### config.mk
export PLATFORM = sky130hd
export DESIGN_NAME = wb_regfile
export DESIGN_NICKNAME = d
export VERILOG_FILES = /design/src/rtl/wb_regfile_pkg.sv /design/src/rtl/load_extend.sv /design/src/rtl/wb_regfile.sv
export SDC_FILE = /design/constraint.sdc
export NUM_CORES = 2
export LEC_CHECK = 0
export ABC_CLOCK_PERIOD_IN_PS = 3100
export BUFFER_PORTS_ARGS = -buffer_cell sky130_fd_sc_hd__buf_2
export CAP_MARGIN = 20
export CORE_MARGIN = 10
export CORE_UTILIZATION = 53
export DETAILED_ROUTE_END_ITERATION = 7
export PLACE_DENSITY_LB_ADDON = 0.25
export SYNTH_ARGS = -nofsm -noshare
export SYNTH_HDL_FRONTEND = slang
export SYNTH_SLANG_ARGS = --single-unit
### constraint.sdc
create_clock -name clk -period 3.1 [get_ports clk]
set_input_delay 0.465 -clock clk [delete_from_list [all_inputs] [get_ports clk]]
set_output_delay 0.465 -clock clk [all_outputs]
set_load 0.05 [all_outputs]
### src/rtl/wb_regfile_pkg.sv
// Shared definitions for the writeback stage: load funct3 encodings,
// architectural register indices and the default stack/global pointers.
package wb_regfile_pkg;

   localparam logic [2:0] F3_LB  = 3'b000;
   localparam logic [2:0] F3_LH  = 3'b001;
   localparam logic [2:0] F3_LW  = 3'b010;
   localparam logic [2:0] F3_LBU = 3'b100;
   localparam logic [2:0] F3_LHU = 3'b101;

   localparam logic [4:0] REG_ZERO = 5'd0;
   localparam logic [4:0] REG_SP   = 5'd2;
   localparam logic [4:0] REG_GP   = 5'd3;

   localparam logic [31:0] DEF_SP_INIT = 32'h0000_7FFC;
   localparam logic [31:0] DEF_GP_INIT = 32'h0000_1800;

endpackage

### src/rtl/load_extend.sv
// Picks the addressed byte or halfword out of an aligned memory word and
// sign- or zero-extends it according to the load funct3. Pure combinational,
// so the IO read path can reuse it unchanged.
module load_extend
   import wb_regfile_pkg::*;
(
   input  logic [2:0]  funct3,
   input  logic [1:0]  offset,
   input  logic [31:0] word,
   output logic [31:0] result
);

   logic [7:0]  byte_sel;
   logic [15:0] half_sel;

   // Halfwords only look at offset[1]; a misaligned low bit is ignored.
   always_comb begin
      byte_sel = word[{offset, 3'b000} +: 8];
      half_sel = offset[1] ? word[31:16] : word[15:0];
      case (funct3)
         F3_LB:   result = {{24{byte_sel[7]}}, byte_sel};
         F3_LH:   result = {{16{half_sel[15]}}, half_sel};
         F3_LBU:  result = {24'h000000, byte_sel};
         F3_LHU:  result = {16'h0000, half_sel};
         default: result = word;
      endcase
   end

endmodule

### src/rtl/wb_regfile.sv
// Writeback stage and integer register file. Chooses the writeback value,
// commits it to x1..x31, serves two bypassed decode read ports and an
// unbypassed debug port, and tracks retired instructions plus the last
// committed write for the board display.
module wb_regfile
   import wb_regfile_pkg::*;
#(
   parameter int          XLEN    = 32,
   parameter logic [31:0] SP_INIT = DEF_SP_INIT,
   parameter logic [31:0] GP_INIT = DEF_GP_INIT
) (
   input  logic            clk,
   input  logic            rstn,
   input  logic            WB_valid,
   input  logic            WB_RegWrite,
   input  logic            WB_MemtoReg,
   input  logic            WB_Link,
   input  logic [2:0]      WB_funct3,
   input  logic [4:0]      WB_rd_addr,
   input  logic [XLEN-1:0] WB_ALUResult,
   input  logic [XLEN-1:0] WB_MemData,
   input  logic [XLEN-1:0] WB_pc4_i,
   input  logic [4:0]      rs1_addr,
   input  logic [4:0]      rs2_addr,
   output logic [XLEN-1:0] rs1_data,
   output logic [XLEN-1:0] rs2_data,
   input  logic [4:0]      dbg_addr,
   output logic [XLEN-1:0] dbg_data,
   output logic            wb_we,
   output logic [XLEN-1:0] wb_data,
   output logic [XLEN-1:0] instret,
   output logic [4:0]      last_rd,
   output logic [XLEN-1:0] last_data
);

   logic [XLEN-1:0] load_data;
   logic [XLEN-1:0] regs_q [32];
   logic [XLEN-1:0] regs_d [32];
   logic [XLEN-1:0] instret_q, instret_d;
   logic [4:0]      last_rd_q, last_rd_d;
   logic [XLEN-1:0] last_data_q, last_data_d;

   load_extend u_load_extend (
      .funct3 (WB_funct3),
      .offset (WB_ALUResult[1:0]),
      .word   (WB_MemData),
      .result (load_data)
   );

   // Writeback source select and commit enable; x0 writes never commit.
   always_comb begin
      if (WB_Link) begin
         wb_data = WB_pc4_i;
      end else if (WB_MemtoReg) begin
         wb_data = load_data;
      end else begin
         wb_data = WB_ALUResult;
      end
      wb_we = WB_valid & WB_RegWrite & (WB_rd_addr != REG_ZERO);
   end

   // Next state of the register array, retire counter and write monitor.
   always_comb begin
      regs_d      = regs_q;
      last_rd_d   = last_rd_q;
      last_data_d = last_data_q;
      instret_d   = instret_q + XLEN'(WB_valid);
      if (wb_we) begin
         regs_d[WB_rd_addr] = wb_data;
         last_rd_d          = WB_rd_addr;
         last_data_d        = wb_data;
      end
   end

   // State registers; reset wins over any write presented in the same cycle.
   always_ff @(posedge clk or negedge rstn) begin
      if (!rstn) begin
         for (int i = 0; i < 32; i++) begin
            if (5'(i) == REG_SP) begin
               regs_q[i] <= SP_INIT;
            end else if (5'(i) == REG_GP) begin
               regs_q[i] <= GP_INIT;
            end else begin
               regs_q[i] <= '0;
            end
         end
         instret_q   <= '0;
         last_rd_q   <= '0;
         last_data_q <= '0;
      end else begin
         regs_q      <= regs_d;
         instret_q   <= instret_d;
         last_rd_q   <= last_rd_d;
         last_data_q <= last_data_d;
      end
   end

   // Decode read ports: x0 is always zero, otherwise forward the value being
   // written this cycle so decode never sees a stale register.
   always_comb begin
      if (rs1_addr == REG_ZERO) begin
         rs1_data = '0;
      end else if (wb_we && (rs1_addr == WB_rd_addr)) begin
         rs1_data = wb_data;
      end else begin
         rs1_data = regs_q[rs1_addr];
      end
      if (rs2_addr == REG_ZERO) begin
         rs2_data = '0;
      end else if (wb_we && (rs2_addr == WB_rd_addr)) begin
         rs2_data = wb_data;
      end else begin
         rs2_data = regs_q[rs2_addr];
      end
   end

   assign dbg_data  = regs_q[dbg_addr];
   assign instret   = instret_q;
   assign last_rd   = last_rd_q;
   assign last_data = last_data_q;

endmodule

### Word-level counts from Yosys, hierarchy flattened

Index checks and enable logic that the tools add are counted.

* $add $sub $neg: 1
* order comparisons: 5
* equal/unequal tests: 5
* shift operators: 1
* multiplexer cells: 20
* bitwise logic cells: 6
* reductions and logical operators: 7

Operator list (number)
* bitwise mux 1024 bit: 1
* binary-select mux 32 bit (select 5 bit): 3
* two-way mux 32 bit: 13
* demux 32 bit (select 5 bit): 1
* case mux 32 bit (4 select lines): 1
* adder 32 x 1 -> 32 bit: 1
* indexed part select 32 x 6 -> 8 bit: 1
* >= comparator 6 bit (second input constant): 4
* inverter 5 -> 6 bit: 4
* two-way mux 16 bit: 1
* == test 5 bit: 2
* zero test 5 bit: 2
* == test 3 bit (second input constant): 2
* less-than comparator 6 x 1 -> 1 bit (second input constant): 1
* nonzero test 5 bit: 1
* == test 3 x 1 -> 1 bit (second input constant): 1
* logical AND 1 bit: 3
* zero test 3 bit: 1
* AND 1 bit: 2

* register bits: 1093
* output and inout bits: 198
* logic and storage cells: 80

### Depth between registers and ports, before layout

* depth after elaboration: 6
* mapped depth: 10

### Hierarchy

Synthesis repeated with hierarchy kept, for this count alone.

* cell total of the unflattened synthesis: 5776
* area total of the unflattened synthesis: 65193.8 um^2

Modules (own cells, without submodules)
* wb_regfile: instances 1, cells an instance 5658, area an instance 64433.0 um^2
* load_extend: instances 1, cells an instance 118, area an instance 760.7 um^2

### Worst setup path after synthesis

OpenSTA, ideal clock, no wires.

* path kind: input port to output port
* start point: in WB_rd_addr[0]
* end point: out rs1_data[10]
* arrival: 3057 ps
* data required time: 2635 ps
* setup slack: -422 ps
* stages on the path: 8
* path buffers: 3
* cells stage by stage: buf_2 > nor2_1 > a21o_1 > buf_2 > nor4_4 > clkbuf_1 > nor3_1 > a211oi_1

* longest elaborated chain between the ends: 5
* elaborated cells between the ends (all ways): 6
* those cells by class: eq/ne: 1; mux: 2; bitwise: 1; reduce/logical: 2

Ends and longest elaborated chain
* from (decl): RTL line wb_regfile.sv:19 `input logic [4:0] WB_rd_addr,`
* nonzero test 5 bit: RTL line wb_regfile.sv:59 `wb_we = WB_valid & WB_RegWrite & (WB_rd_addr != REG_ZERO);`
* AND 1 bit: RTL line wb_regfile.sv:59
* logical AND 1 bit (*): RTL line wb_regfile.sv:103 `end else if (wb_we && (rs1_addr == WB_rd_addr)) begin`
* two-way mux 32 bit (*): RTL line wb_regfile.sv:103
* two-way mux 32 bit (*): RTL line wb_regfile.sv:101 `if (rs1_addr == REG_ZERO) begin`
* to (decl): RTL line wb_regfile.sv:25 `output logic [XLEN-1:0] rs1_data,`

Every way passes the cells marked *; elsewhere a longest branch is shown, timed or not.

### Final worst setup path

* start point: reg regs_q[574] (netlist bit)
* end point: out rs2_data[30]

* longest elaborated chain between the ends: 5

Ends and longest elaborated chain
* from (decl): RTL line wb_regfile.sv:37 `logic [XLEN-1:0] regs_q [32];`
* from (signal assigned): RTL line wb_regfile.sv:91 `regs_q <= regs_d;`
* binary-select mux 32 bit (select 5 bit): RTL line wb_regfile.sv:113 `rs2_data = regs_q[rs2_addr];`
* two-way mux 32 bit (not written as such) (2 in series): RTL line wb_regfile.sv:113
* two-way mux 32 bit: RTL line wb_regfile.sv:110 `end else if (wb_we && (rs2_addr == WB_rd_addr)) begin`
* two-way mux 32 bit: RTL line wb_regfile.sv:108 `if (rs2_addr == REG_ZERO) begin`
* to (decl): RTL line wb_regfile.sv:26 `output logic [XLEN-1:0] rs2_data,`

Every way passes these cells. The select of a mux whose other input is x is not followed.

==> key figures <==
Status
  • Run status: complete, but fails checks
  • Violated checks: design-rule violations, negative setup slack

STA
  • Count of final hold-check violations: 0
  • Final worst-path setup slack: -296 ps
  • Setup-failing EPs final: 48
  • Achievable frequency: 294 MHz
  • Final number of max-transition violations: 0
  • Period Utilization, post-route: 110%
  • Min Tclk post-route: 3400 ps
  • Clock tree skew after final layout: 21.0 ps
  • Final hold slack: 98.6 ps
  • Unrepaired setup endpoints after global routing: yes
  • Pin slew with the least headroom to its limit: 1230 ps
  • Rel. slew slack: 18.1%

Layout
  • Post-route cell area: 0.0809 mm2
  • Highest-count cells in the layout ignoring fill and taps: sky130_fd_sc_hd__nand2_1, sky130_fd_sc_hd__dfrtp_1, sky130_fd_sc_hd__o21ai_0, sky130_fd_sc_hd__mux4_2, sky130_fd_sc_hd__buf_4
  • Non-Filler Instances: 8,197
  • Layout Nets: 6,595
  • Leading cell type in the layout, fill and taps excluded: sky130_fd_sc_hd__nand2_1
  • Layout overhead on the synthesized area: 24.6%
  • Share of cells above drive strength 1: 33.9%

Synth
  • Largest family of logic cells by synthesized area: multiplexers
  • Number of flops mapped to enable cells by yosys: 0
  • Syn Nets: 6,066
  • Post-synthesis adder-cell area fraction: 0.0386%
  • Top FF cell, synth: sky130_fd_sc_hd__dfrtp_1
  • Fraction of synthesized area in multiplexers: 31.1%
  • Share of synthesized area occupied by flip-flops and latches: 42.2%
  • Synthesized-area fraction occupied by xor and xnor cells: 0.540%
  • Syn. warnings: 0
  • Compound-Gate Fraction of Synth Area: 12.5%
  • Number of instances in the synthesized netlist: 5,939
  • FF+latch count, synth: 1,093
  • Share of synthesized cell area in and, or, nand and nor gates: 9.31%
  • Synth cell types: 53
  • Average size of a mapped cell: 10.9 um2
  • Post-synthesis cell area: 0.0649 mm2
  • Asr flop ratio synth: 100%

Setup path
  • Count of cells along the worst register-to-register path: 9
  • Arrival time at the worst endpoint: 2930 ps
  • Last element of the critical path: rs2_data[30]
  • Class of the most critical setup path: flop to output pin
  • Beginning of the worst register-to-register path: instret[0]
  • Launching instance or port of the critical path: regs_q[574]
  • Reg2reg end: instret[28]
  • Endpoint kind of the worst setup timing path: output pin
  • R2r setup slk: 970 ps
  • Startpoint type of the worst setup path: flop
  • Maximum fanout along the worst path: 2
  • Required time of the worst setup path: 2630 ps

Place
  • Placed instance area: 0.0728 mm2
  • Worst slack at placement: -476 ps
  • Count of input and output buffers: 322
  • # placed instances: 7,755
  • Post-DP HPWL: 169,000 um
  • Last weighted congestion value of the routability-driven placer: 0.953

Worst hold path
  • Worst hold path type: primary input to flop

Drt
  • Number of vias after detailed routing: 57,300
  • Final ANT Viol Nets: 0
  • Average vias per placed instance: 6.99
  • Number of detailed-routing iterations run before antenna repair: 8
  • WL per Instance: 32.3 um
  • DRC violations left: 22
  • Wire length reported by the detailed router: 264,000 um
  • Detailed Route Iter0 Violations: 8,517

Job
  • Max-capacitance violation count: 0

Power and ir drop
  • Worst ir drop on vdd: 0.000652 V
  • P_leak: 36.0 nW
  • PD cells: 572 mW/mm2
  • Final Power: 46.3 mW

Clock tree
  • Number of H-tree branching levels: 3
  • Latest clock arrival within the worst-skew pair: 770 ps
  • Clk slew on worst S/H paths: 60 ps
  • CTS buffer count: 115
  • CTS tree: yes
  • Largest buffer count on any clock path: 3
  • CTS sink count: 1,093
  • Root buffer cell: sky130_fd_sc_hd__clkbuf_16

Global routing
  • Largest net degree at the start of global routing: 117
  • Global-route usage over all layers: 37.5%
  • Number of antenna violations at the first check in global routing: 10
  • Global-route congestion overflow total: 0
  • Wire length of the first global-routing pass: 381,000 um
  • Number of global-route vias before repair: 56,600

Die
  • Width of the die: 370 um
  • Die Y-Extent: 370 um
  • Total core area: 0.122 mm2
  • Initial core utilization: 53.3%
  • Core Rows: 128
  • Io pins: 323
  • Overall die area: 0.137 mm2
[how the worst min path moves through the flow]
stage,startpoint,cells past startpoint,slack (ps),end
floorplan,rstn,0,170,instret[0]
global placement,regs_q[1001],0,400,regs_q[1001]
detailed placement,regs_q[996],0,410,regs_q[996]
CTS,WB_RegWrite,3,90,last_rd[2]
global route,WB_RegWrite,3,130,last_rd[2]
finish,WB_RegWrite,3,100,last_rd[2]
[critical path, cell delays in order, from the launching register on]
cell	delay [ps]
sky130_fd_sc_hd__dfrtp_1	400
sky130_fd_sc_hd__mux4_2	460
sky130_fd_sc_hd__mux4_2	530
sky130_fd_sc_hd__a2111oi_4	340
sky130_fd_sc_hd__buf_4	180
sky130_fd_sc_hd__a21oi_4	60
sky130_fd_sc_hd__buf_6	200
[repair_timing]
action	CTS	global route
gates cloned	4	8
endpoints found under the hold margin	27	0
hold buffers	2	0
setup endpoints to repair	89	103
setup buffers	139	84
resized for setup	319	125
pin swaps	51	60
[synth_stat cells (3+ instances only)]
master                      number  area [um2]
sky130_fd_sc_hd__nand4_1         6        37.5
sky130_fd_sc_hd__nor3_1         66         330
sky130_fd_sc_hd__a222oi_1        7        70.1
sky130_fd_sc_hd__buf_2         145         726
sky130_fd_sc_hd__a211oi_1       62         465
sky130_fd_sc_hd__a21o_1         18         135
sky130_fd_sc_hd__a22oi_1       162        1220
sky130_fd_sc_hd__nand2_1      1126        4230
sky130_fd_sc_hd__xnor2_1        25         219
sky130_fd_sc_hd__o21ai_1         3        15.0
sky130_fd_sc_hd__a2111oi_0      10        87.6
sky130_fd_sc_hd__clkbuf_1      462        1730
sky130_fd_sc_hd__dfrtp_1      1078       27000
sky130_fd_sc_hd__o22a_1          7        61.3
sky130_fd_sc_hd__a221oi_1       12         105
sky130_fd_sc_hd__mux4_2        654       14700
sky130_fd_sc_hd__nand2b_1       14        87.6
sky130_fd_sc_hd__o22ai_1        64         400
sky130_fd_sc_hd__or2_2           5        31.3
sky130_fd_sc_hd__inv_1          48         180
sky130_fd_sc_hd__nor3b_1         3        22.5
sky130_fd_sc_hd__nand3_1       136         681
sky130_fd_sc_hd__mux2i_1       505        5050
sky130_fd_sc_hd__and3_1         13        81.3
sky130_fd_sc_hd__mux2_2         37         417
sky130_fd_sc_hd__nor2b_1        13        81.3
sky130_fd_sc_hd__a21oi_1        24         120
sky130_fd_sc_hd__xor2_1         15         131
sky130_fd_sc_hd__a22o_1          9        78.8
sky130_fd_sc_hd__o21ai_0      1046        5240
sky130_fd_sc_hd__dfstp_2        15         394
sky130_fd_sc_hd__buf_1          32         120
sky130_fd_sc_hd__nor4_1          7        43.8
sky130_fd_sc_hd__and2_1          4        25.0
sky130_fd_sc_hd__o32ai_1         6        52.6
sky130_fd_sc_hd__or3_1           9        56.3
sky130_fd_sc_hd__nor2_1         67         251
[cell type report]
| cell class | instances | area (um2) |
|---|---|---|
| timing repair buffer | 1053 | 10400 |
| multi-input combinational | 4155 | 36800 |
| tap | 1625 | 2030 |
| antenna | 6 | 15.0 |
| sequential | 1093 | 27400 |
| clock inverter | 50 | 669 |
| fill | 8986 | 40900 |
| clock buffer | 165 | 3420 |
| inverter | 50 | 190 |
[where the power goes]
part / internal [mW] / total, mW / switching [mW] / leakage (nW)
Combinational: 5.95 / 12.9 / 6.96 / 19.4
Clock: 8.89 / 15.1 / 6.20 / 2.01
Sequential: 16.3 / 18.3 / 2.03 / 14.5
[flip-flops by register name (all words and copies together), names as in the netlist]
register / flops
regs_q: 1024
instret: 32
last_data: 32
last_rd: 5
[cells by family (layout without fill, tap and decap cells)]
group,after synthesis,count (layout)
adder cells (fa/ha/maj),2,2
buffers and inverters,691,1318
other,0,6
multiplexers,1197,1197
XOR/XNOR,40,40
AO/OA/AOI/OAI,1440,1440
AND/OR/NAND/NOR,1476,1476
flip-flops,1093,1093
[layer usage]
layer  track usage [%]  part of all wire (%)  vias up
li1                  -                     -    23100
met1              46.8                    34    28400
met2              55.3                    44     4593
met3              11.9                    14     1196
met4              26.2                   8.7        8
met5                 0                 0.024        -
[through the flow]
step	setup TNS (ps)	utilization, %
final	-2970	66.4
after global routing	-4340	66.4
after CTS	-2370	65.3
after detailed placement	-9090	59.8
after global placement	-10010	59.8
after floorplan	-965	-
Note: power is estimated with default switching activity, not from simulation.
